File: src/rtl/bp_be_fe_replay_queue.sv
// Replay queue between the FE queue and BE issue: entries stay resident from
// enqueue until commit so a rollback can re-issue them and a clear can drop them.
module bp_be_fe_replay_queue
  #(parameter int els_p        = 16
   ,parameter int data_width_p = 64
   )
  (input  logic                    clk_i
  ,input  logic                    reset_i

  ,input  logic                    clr_v_i
  ,input  logic                    deq_v_i
  ,input  logic                    roll_v_i

  ,input  logic [data_width_p-1:0] data_i
  ,input  logic                    v_i
  ,output logic                    ready_o

  ,output logic [data_width_p-1:0] data_o
  ,output logic                    v_o
  ,input  logic                    yumi_i

  ,output logic                    empty_o
  );

  localparam int idx_width_lp = (els_p > 1) ? $clog2(els_p) : 1;
  localparam int ptr_width_lp = idx_width_lp + 1;

  typedef logic [ptr_width_lp-1:0] ptr_t;
  typedef logic [idx_width_lp-1:0] idx_t;

  ptr_t wptr_r, rptr_r, cptr_r;
  ptr_t wptr_n, rptr_n, cptr_n;
  logic [data_width_p-1:0] mem_r [els_p];

  idx_t wptr_idx, rptr_idx, cptr_idx;
  logic wptr_wrap, cptr_wrap;
  logic full, enq;

  assign wptr_idx  = wptr_r[idx_width_lp-1:0];
  assign rptr_idx  = rptr_r[idx_width_lp-1:0];
  assign cptr_idx  = cptr_r[idx_width_lp-1:0];
  assign wptr_wrap = wptr_r[ptr_width_lp-1];
  assign cptr_wrap = cptr_r[ptr_width_lp-1];

  // Same slot, opposite lap: the writer has caught up with the oldest uncommitted entry.
  assign full    = (wptr_idx == cptr_idx) & (wptr_wrap != cptr_wrap);
  assign ready_o = ~full;
  assign v_o     = (rptr_r != wptr_r);
  assign empty_o = (cptr_r == wptr_r);
  assign data_o  = mem_r[rptr_idx];

  assign enq = v_i & ~full;

  always_comb begin
    wptr_n = enq ? wptr_r + ptr_t'(1) : wptr_r;
    rptr_n = rptr_r;
    cptr_n = cptr_r;
    // Flush collapses onto the pre-enqueue write pointer so a same-cycle write survives.
    if (clr_v_i) begin
      rptr_n = wptr_r;
      cptr_n = wptr_r;
    end else if (roll_v_i) begin
      rptr_n = cptr_r;
    end else begin
      if (yumi_i)  rptr_n = rptr_r + ptr_t'(1);
      if (deq_v_i) cptr_n = cptr_r + ptr_t'(1);
    end
  end

  always_ff @(posedge clk_i or posedge reset_i) begin
    if (reset_i) begin
      wptr_r <= '0;
      rptr_r <= '0;
      cptr_r <= '0;
    end else begin
      wptr_r <= wptr_n;
      rptr_r <= rptr_n;
      cptr_r <= cptr_n;
    end
  end

  always_ff @(posedge clk_i) begin
    if (enq) mem_r[wptr_idx] <= data_i;
  end

  a_yumi_needs_valid: assert property (@(posedge clk_i) disable iff (reset_i)
    yumi_i |-> v_o)
    else $error("replay queue: yumi_i with no unissued entry");

  a_deq_needs_issued: assert property (@(posedge clk_i) disable iff (reset_i)
    deq_v_i |-> (cptr_r != rptr_r))
    else $error("replay queue: deq_v_i with nothing issued");

endmodule

File: config.mk
export PLATFORM = sky130hd
export DESIGN_NAME = bp_be_fe_replay_queue
export DESIGN_NICKNAME = d
export VERILOG_FILES = /design/src/rtl/bp_be_fe_replay_queue.sv
export SDC_FILE = /design/constraint.sdc
export NUM_CORES = 1
export LEC_CHECK = 0
export ABC_AREA = 0
export BUFFER_PORTS_ARGS = -buffer_cell sky130_fd_sc_hd__buf_2
export CAP_MARGIN = 20
export CORE_MARGIN = 2
export CORE_UTILIZATION = 53
export DETAILED_ROUTE_END_ITERATION = 10
export PLACE_DENSITY = 0.7
export SLEW_MARGIN = 5
export SYNTH_ARGS = -nofsm -noshare
export SYNTH_HDL_FRONTEND = slang
export SYNTH_SLANG_ARGS = --single-unit
File: constraint.sdc
create_clock -name clk_i -period 16.15 [get_ports clk_i]
set_input_delay 4.0375 -clock clk_i [delete_from_list [all_inputs] [get_ports clk_i]]
set_output_delay 4.0375 -clock clk_i [all_outputs]
set_load 0.05 [all_outputs]
==> results of run 1 <==
placed cells by master, fill, tap and decap left out, types with 5 or more instances in the layout:
master	synthesis	final
nor3_2	0	10
nor2_1	10	6
nand2_1	76	76
diode_2	0	5
xor2_1	5	5
bufinv_16	0	15
o21ai_1	5	5
buf_2	22	137
nor2b_1	7	5
clkinv_1	0	26
a22oi_1	128	128
clkinv_2	0	26
clkbuf_16	0	104
dfrtp_1	15	13
mux4_2	256	256
buf_4	8	37
nand4_1	5	5
edfxtp_1	1024	1024
clkbuf_1	47	13
xnor2_1	14	14
ha_1	6	6
routing by layer:
metal / track usage, % / wire (um) / part of all wire (%) / up-vias
met5: 0 / 65 / 0.078 / -
met4: 7.13 / 2110 / 2.5 / 10
met3: 3.77 / 5340 / 6.4 / 155
met2: 37.1 / 42600 / 51 / 671
met1: 30.2 / 33600 / 40 / 9806
li1: - / - / - / 7614
final timing paths:
check	end	slack (ns)	start
max in group asynchronous	rptr_r[0]	12.21	reset_i
max	data_o[34]	8.22	rptr_r[0]
min reg2reg	wptr_r[4]	0.61	wptr_r[4]
min in group asynchronous	cptr_r[3]	3.45	reset_i
min	wptr_r[4]	0.61	wptr_r[4]
max reg2reg	mem_r[15][63]	12.59	wptr_r[3]
logic make-up (layout without fill, tap and decap cells):
family,count (synthesis),in the layout,synth area share (%)
flip-flops,1039,1039,79.1
multiplexers,262,262,14.8
AO/OA/AOI/OAI,147,147,2.74
AND/OR/NAND/NOR,120,120,1.32
buffers and inverters,99,374,1.41
XOR/XNOR,19,19,0.423
adder cells (fa/ha/maj),6,6,0.191
other,0,5,0
worst min-delay path, cell delays in order (launching register included):
cell and delay (ns):
dfrtp_1 0.43, nand2_1 0.07, o21ai_1 0.07
area by class of cell:
| type | instances | area [um^2] | share of cell area [%] |
|---|---|---|---|
| multi-input combinational | 554 | 7790 | 17.4 |
| tap | 959 | 1200 | 2.69 |
| inverter | 4 | 15.0 | 0.0336 |
| antenna | 5 | 12.5 | 0.0280 |
| clock inverter | 76 | 802 | 1.80 |
| clock buffer | 117 | 2650 | 5.94 |
| timing repair buffer | 177 | 1020 | 2.29 |
| sequential | 1039 | 31100 | 69.8 |
per-stage QoR:
| step | util [%] | instances | cell area [um^2] |
|---|---|---|---|
| after global placement | 56.2 | 2733 | 41200 |
| after floorplan | - | 1692 | 39300 |
| after CTS | 60.9 | 2926 | 44600 |
| final | 61.0 | 2931 | 44600 |
| after detailed placement | 56.2 | 2733 | 41200 |
| after global routing | 60.9 | 2929 | 44600 |
power breakdown:
group / internal, mW / switching (mW) / total [mW]
Combinational: 0.761 / 1.48 / 2.24
Sequential: 3.25 / 0.133 / 3.39
Clock: 1.42 / 0.993 / 2.41
Total: 5.44 / 2.61 / 8.04
flip-flops by register name (all words and copies together) (netlist names):
name / flops
rptr_r: 5
wptr_r: 5
cptr_r: 5
mem_r: 1024
==> impl_metrics.csv, run 1 <==
group,metric,value,unit
sta,slew_headroom,25.7,%
cts,cts.htree.levels,3,
synthesis,syn-mean-instance-area,23.3,um^2
sta,setup_violations,0,
routing,drc,0,
grt,grt_overflow,0,
synthesis,synth_top_area_share,78.1,%
sta,final.setup.worst_slack,8.22,ns
synthesis,synth_common_cells,"edfxtp_1, mux4_2, a22oi_1",
routing,wl,83.7,mm
min_path,hold_class,"reg2reg",
routing,ant_nets,0,
synthesis,yosys.cell_count.top_type,"edfxtp_1",
synthesis,synth_enable_flop_cells,1024,
routing,routed_via_density,6.23,
cts,clock_path_buffers,3,
cts,insertion_delay,0.66,ns
synthesis,synthArstFlopShare,1.44,%
floorplanning,dieArea,76400,um^2
worst_setup_path,end_kind,"output port",
place,io_buffers,137,
cells_and_area,fillers,4984,
worst_setup_path,path_class,"reg2out",
min_path,whs_path_depth,2,
worst_setup_path,critPathRequiredTime,12.11,ns
sta,slew_violations,0,
worst_setup_path,critPathTopFamily,"flip-flops",
pwr,vdd_drop_max,138,uV
worst_setup_path,crit_buf_inv,2,
worst_setup_path,crit_arrival,3.90,ns
worst_setup_path,cp.depth,5,
place,place_congestion,0.775,
sta,skew,0.0276,ns
grt,antenna_found_initial,12,
place,hpwl,40.7,mm
cts,root_buffer,"clkbuf_16",
synthesis,synth_nets,1769,
cts,path_clk_slew,0.06,ns
cts,post_cts_buffers,0,
sta,whs,0.605,ns
worst_setup_path,reg2reg_depth,5,
sta,tns,0,ns
sta,fin_crit_sh,49.1,%
sta,post-route-min-period,7.93,ns
cells_and_area,drive_above_1_share,31.1,%
sta,worst_pin_slew,1.11,ns
grt,grt_pass1_vias,19000,
outcome,status,"finished, final reports clean",
synthesis,synth_area_leaders,"edfxtp_1, mux4_2, a22oi_1",
floorplanning,core,73200,um^2
floorplanning,die_w,276,um
sta,rsz0062_at_grt,"false",
cells_and_area,final_net_count,1955,
worst_setup_path,worstPathCellList,"buf_12 -> mux4_2 -> a22oi_1 -> nand2_1 -> buf_2",
routing,num_vias,18300,
synthesis,ys.flop_type,"edfxtp_1",
floorplanning,die_height,276,um
synthesis,synth_cells,1692,
pwr,finalPower,8.04,mW
floorplanning,fp-row-count,99,
synthesis,yosys.cell_types.count,37,
place,preCtsSetupSlack,8.75,ns
grt,grt_pass1_wl,125,mm
routing,routedWlPerCell,28.5,um
synthesis,yosys_warnings,0,
synthesis,synth_area,39300,um^2
grt,grt_max_degree,162,
synthesis,synth_top_area_cell,"edfxtp_1",
flow_run,cap_violations,0,
grt,grt_use_total,22.2,%
worst_setup_path,cp_slowest_stage_delay,1.04,ns
floorplanning,initial_core_util,53.7,%
sta,fmax,126,MHz
cts,cts_made_buffers,102,
pwr,cellLeakagePower,14.3,nW
worst_setup_path,critPathSlowestCell,"dfrtp_4",
cts,cts.repair.resized,0,
routing,initialDrtViolationCount,2062,
cts,hold_buffers,0,
cts,cts_sinks,1039,
cts,cts_tree,"built",
routing,first_pass_iters,5,
pwr,power.density,180,nW/um^2
synthesis,ys_seq_area_share,79.1,%
sta,hold_viol,0,
synthesis,synth_seq_cells,1039,
worst_setup_path,crit_path_start_kind,"flip-flop",
worst_setup_path,crit_fanout,116,
floorplanning,io_pins,138,
cells_and_area,area_delta_synth_final,13.4,%
Power figures use the tool's default switching activity.
==> run 2, diff against run 1 <==
- PLACE_DENSITY: 0.7 -> 0.73
- clock period: 16.15 -> 7.09 ns (I/O delays scaled with it)
==> run 2 against run 1 <==
- total power up 130%
- non-clock buffer count rose by 7
- core utilization is essentially flat
==> impl_metrics.csv, run 2 (synthesis results as in run 1) <==
group,metric,value,unit
sta,rsz0062_at_grt,"false",
worst_setup_path,crit_fanout,76,
routing,wl,86.0,mm
cells_and_area,largest_register_ffs,1024,
cts,hold_buffers,0,
pwr,power.density,410,nW/um^2
grt,grt_max_degree,97,
worst_setup_path,crit_arrival,3.51,ns
cts,insertion_delay,0.66,ns
worst_setup_path,end_kind,"output port",
sta,setup_violations,0,
place,io_buffers,137,
worst_setup_path,reg2reg_depth,7,
floorplanning,fp-row-count,99,
sta,fmax,189,MHz
place,place_congestion,0.724,
cells_and_area,area_delta_synth_final,13.5,%
cells_and_area,multi_input_area,7810,um^2
sta,skew,0.0387,ns
cts,cts_made_buffers,102,
grt,grt_use_total,22.8,%
grt,grt_overflow,0,
sta,slew_violations,0,
routing,first_pass_iters,5,
cells_and_area,top_register,"mem_r",
floorplanning,die_height,276,um
cts,post_cts_buffers,0,
sta,fin_crit_sh,74.5,%
floorplanning,dieArea,76400,um^2
worst_setup_path,worstPathCellList,"buf_12 -> mux4_2 -> a22oi_1 -> nand2_1 -> buf_2",
worst_setup_path,critPathRequiredTime,5.32,ns
cts,cts_tree,"built",
cells_and_area,postLayoutCoreUtil,61.0,%
worst_setup_path,crit_path_start_kind,"flip-flop",
sta,post-route-min-period,5.28,ns
floorplanning,initial_core_util,53.7,%
floorplanning,core,73200,um^2
cells_and_area,layout_common_cells,"edfxtp_1, mux4_2, buf_2, a22oi_1, clkbuf_16",
worst_setup_path,critPathSlowestCell,"dfrtp_4",
cells_and_area,seqCellArea,31100,um^2
grt,grt_pass1_vias,19100,
min_path,whs_path_depth,2,
cts,cts.repair.resized,0,
pwr,finalPower,18.3,mW
cts,root_buffer,"clkbuf_16",
cts,cts.htree.levels,3,
grt,grt_pass1_wl,127,mm
cells_and_area,fillers,4948,
routing,ant_nets,0,
cts,clock_path_buffers,3,
min_path,hold_class,"reg2reg",
cells_and_area,final_net_count,1962,
sta,slew_headroom,26.9,%
sta,worst_pin_slew,1.09,ns
cells_and_area,final_common_cell,"edfxtp_1",
routing,routedWlPerCell,29.3,um
routing,drc,0,
cts,cts_sinks,1039,
worst_setup_path,path_class,"reg2out",
cts,path_clk_slew,0.06,ns
routing,routed_via_density,6.31,
pwr,cellLeakagePower,14.2,nW
place,hpwl,41.7,mm
flow_run,cap_violations,0,
sta,tns,0,ns
outcome,status,"finished, final reports clean",
routing,num_vias,18500,
grt,antenna_found_initial,12,
routing,initialDrtViolationCount,1954,
floorplanning,die_w,276,um
worst_setup_path,cp_slowest_stage_delay,0.96,ns
floorplanning,io_pins,138,
sta,hold_viol,0,
cells_and_area,drive_above_1_share,30.9,%
pwr,vdd_drop_max,226,uV
run 2: changes by cell type in the layout (fill, tap and decap cells not counted), sizes merged:
cell      delta
buf          +7
clkinv       -3
diode        +1
clkbuf       +1
bufinv       -2
clkinvlp     +1
run 2: final cells by class:
cell class              instances  share of cell area [%]
multi-input cells             554                    17.5
repair buffers                184                    2.49
diodes                          6                  0.0336
flip-flops and latches       1039                    69.7
well taps                     959                    2.69
clock buffers                 118                    5.95
inverters                       4                  0.0336
clock inverters                72                    1.60
run 2: stage by stage:
stage	cell area [um^2]	setup WS [ns]	hold WS [ns]	instances
6_report	44700	1.81	0.633	2936
5_1_grt	44700	1.55	0.669	2934
4_1_cts	44600	1.68	0.635	2930
3_5_place_dp	41300	2.36	0.627	2740
3_3_place_gp	41300	2.38	0.580	2740
2_1_floorplan	39400	0.246	0.543	1692
run 2: worst max-delay path: cells and delay by family, from the launching register on:
kind | cells | cell delay (ns)
DFF | 1 | 0.96
AOI/OAI and AO/OA | 1 | 0.22
muxes | 1 | 0.58
and+or+nand+nor | 1 | 0.17
buffers and inverters | 2 | 0.72
run 2: worst paths after layout:
check,from,end,slack [ns]
max in group asynchronous,reset_i,rptr_r[0],5.46
min,wptr_r[4],wptr_r[4],0.63
min reg2reg,wptr_r[4],wptr_r[4],0.63
max,rptr_r[0],data_o[26],1.81
max reg2reg,wptr_r[3],mem_r[12][4],3.52
min in group asynchronous,reset_i,rptr_r[4],1.19
run 2: layer usage:
metal | wire length [um] | global-route usage, %
met1 | 33700 | 31.8
met2 | 43400 | 37.4
met3 | 6820 | 4.05
met4 | 2030 | 7.06
met5 | 91 | 0
run 2: power by group:
group          switching [mW]  internal, mW  leakage, nW
logic                    3.41          1.76         3.17
clock network            2.23          3.15         1.65
registers               0.326          7.41         9.43
total                    5.97          12.3         14.2
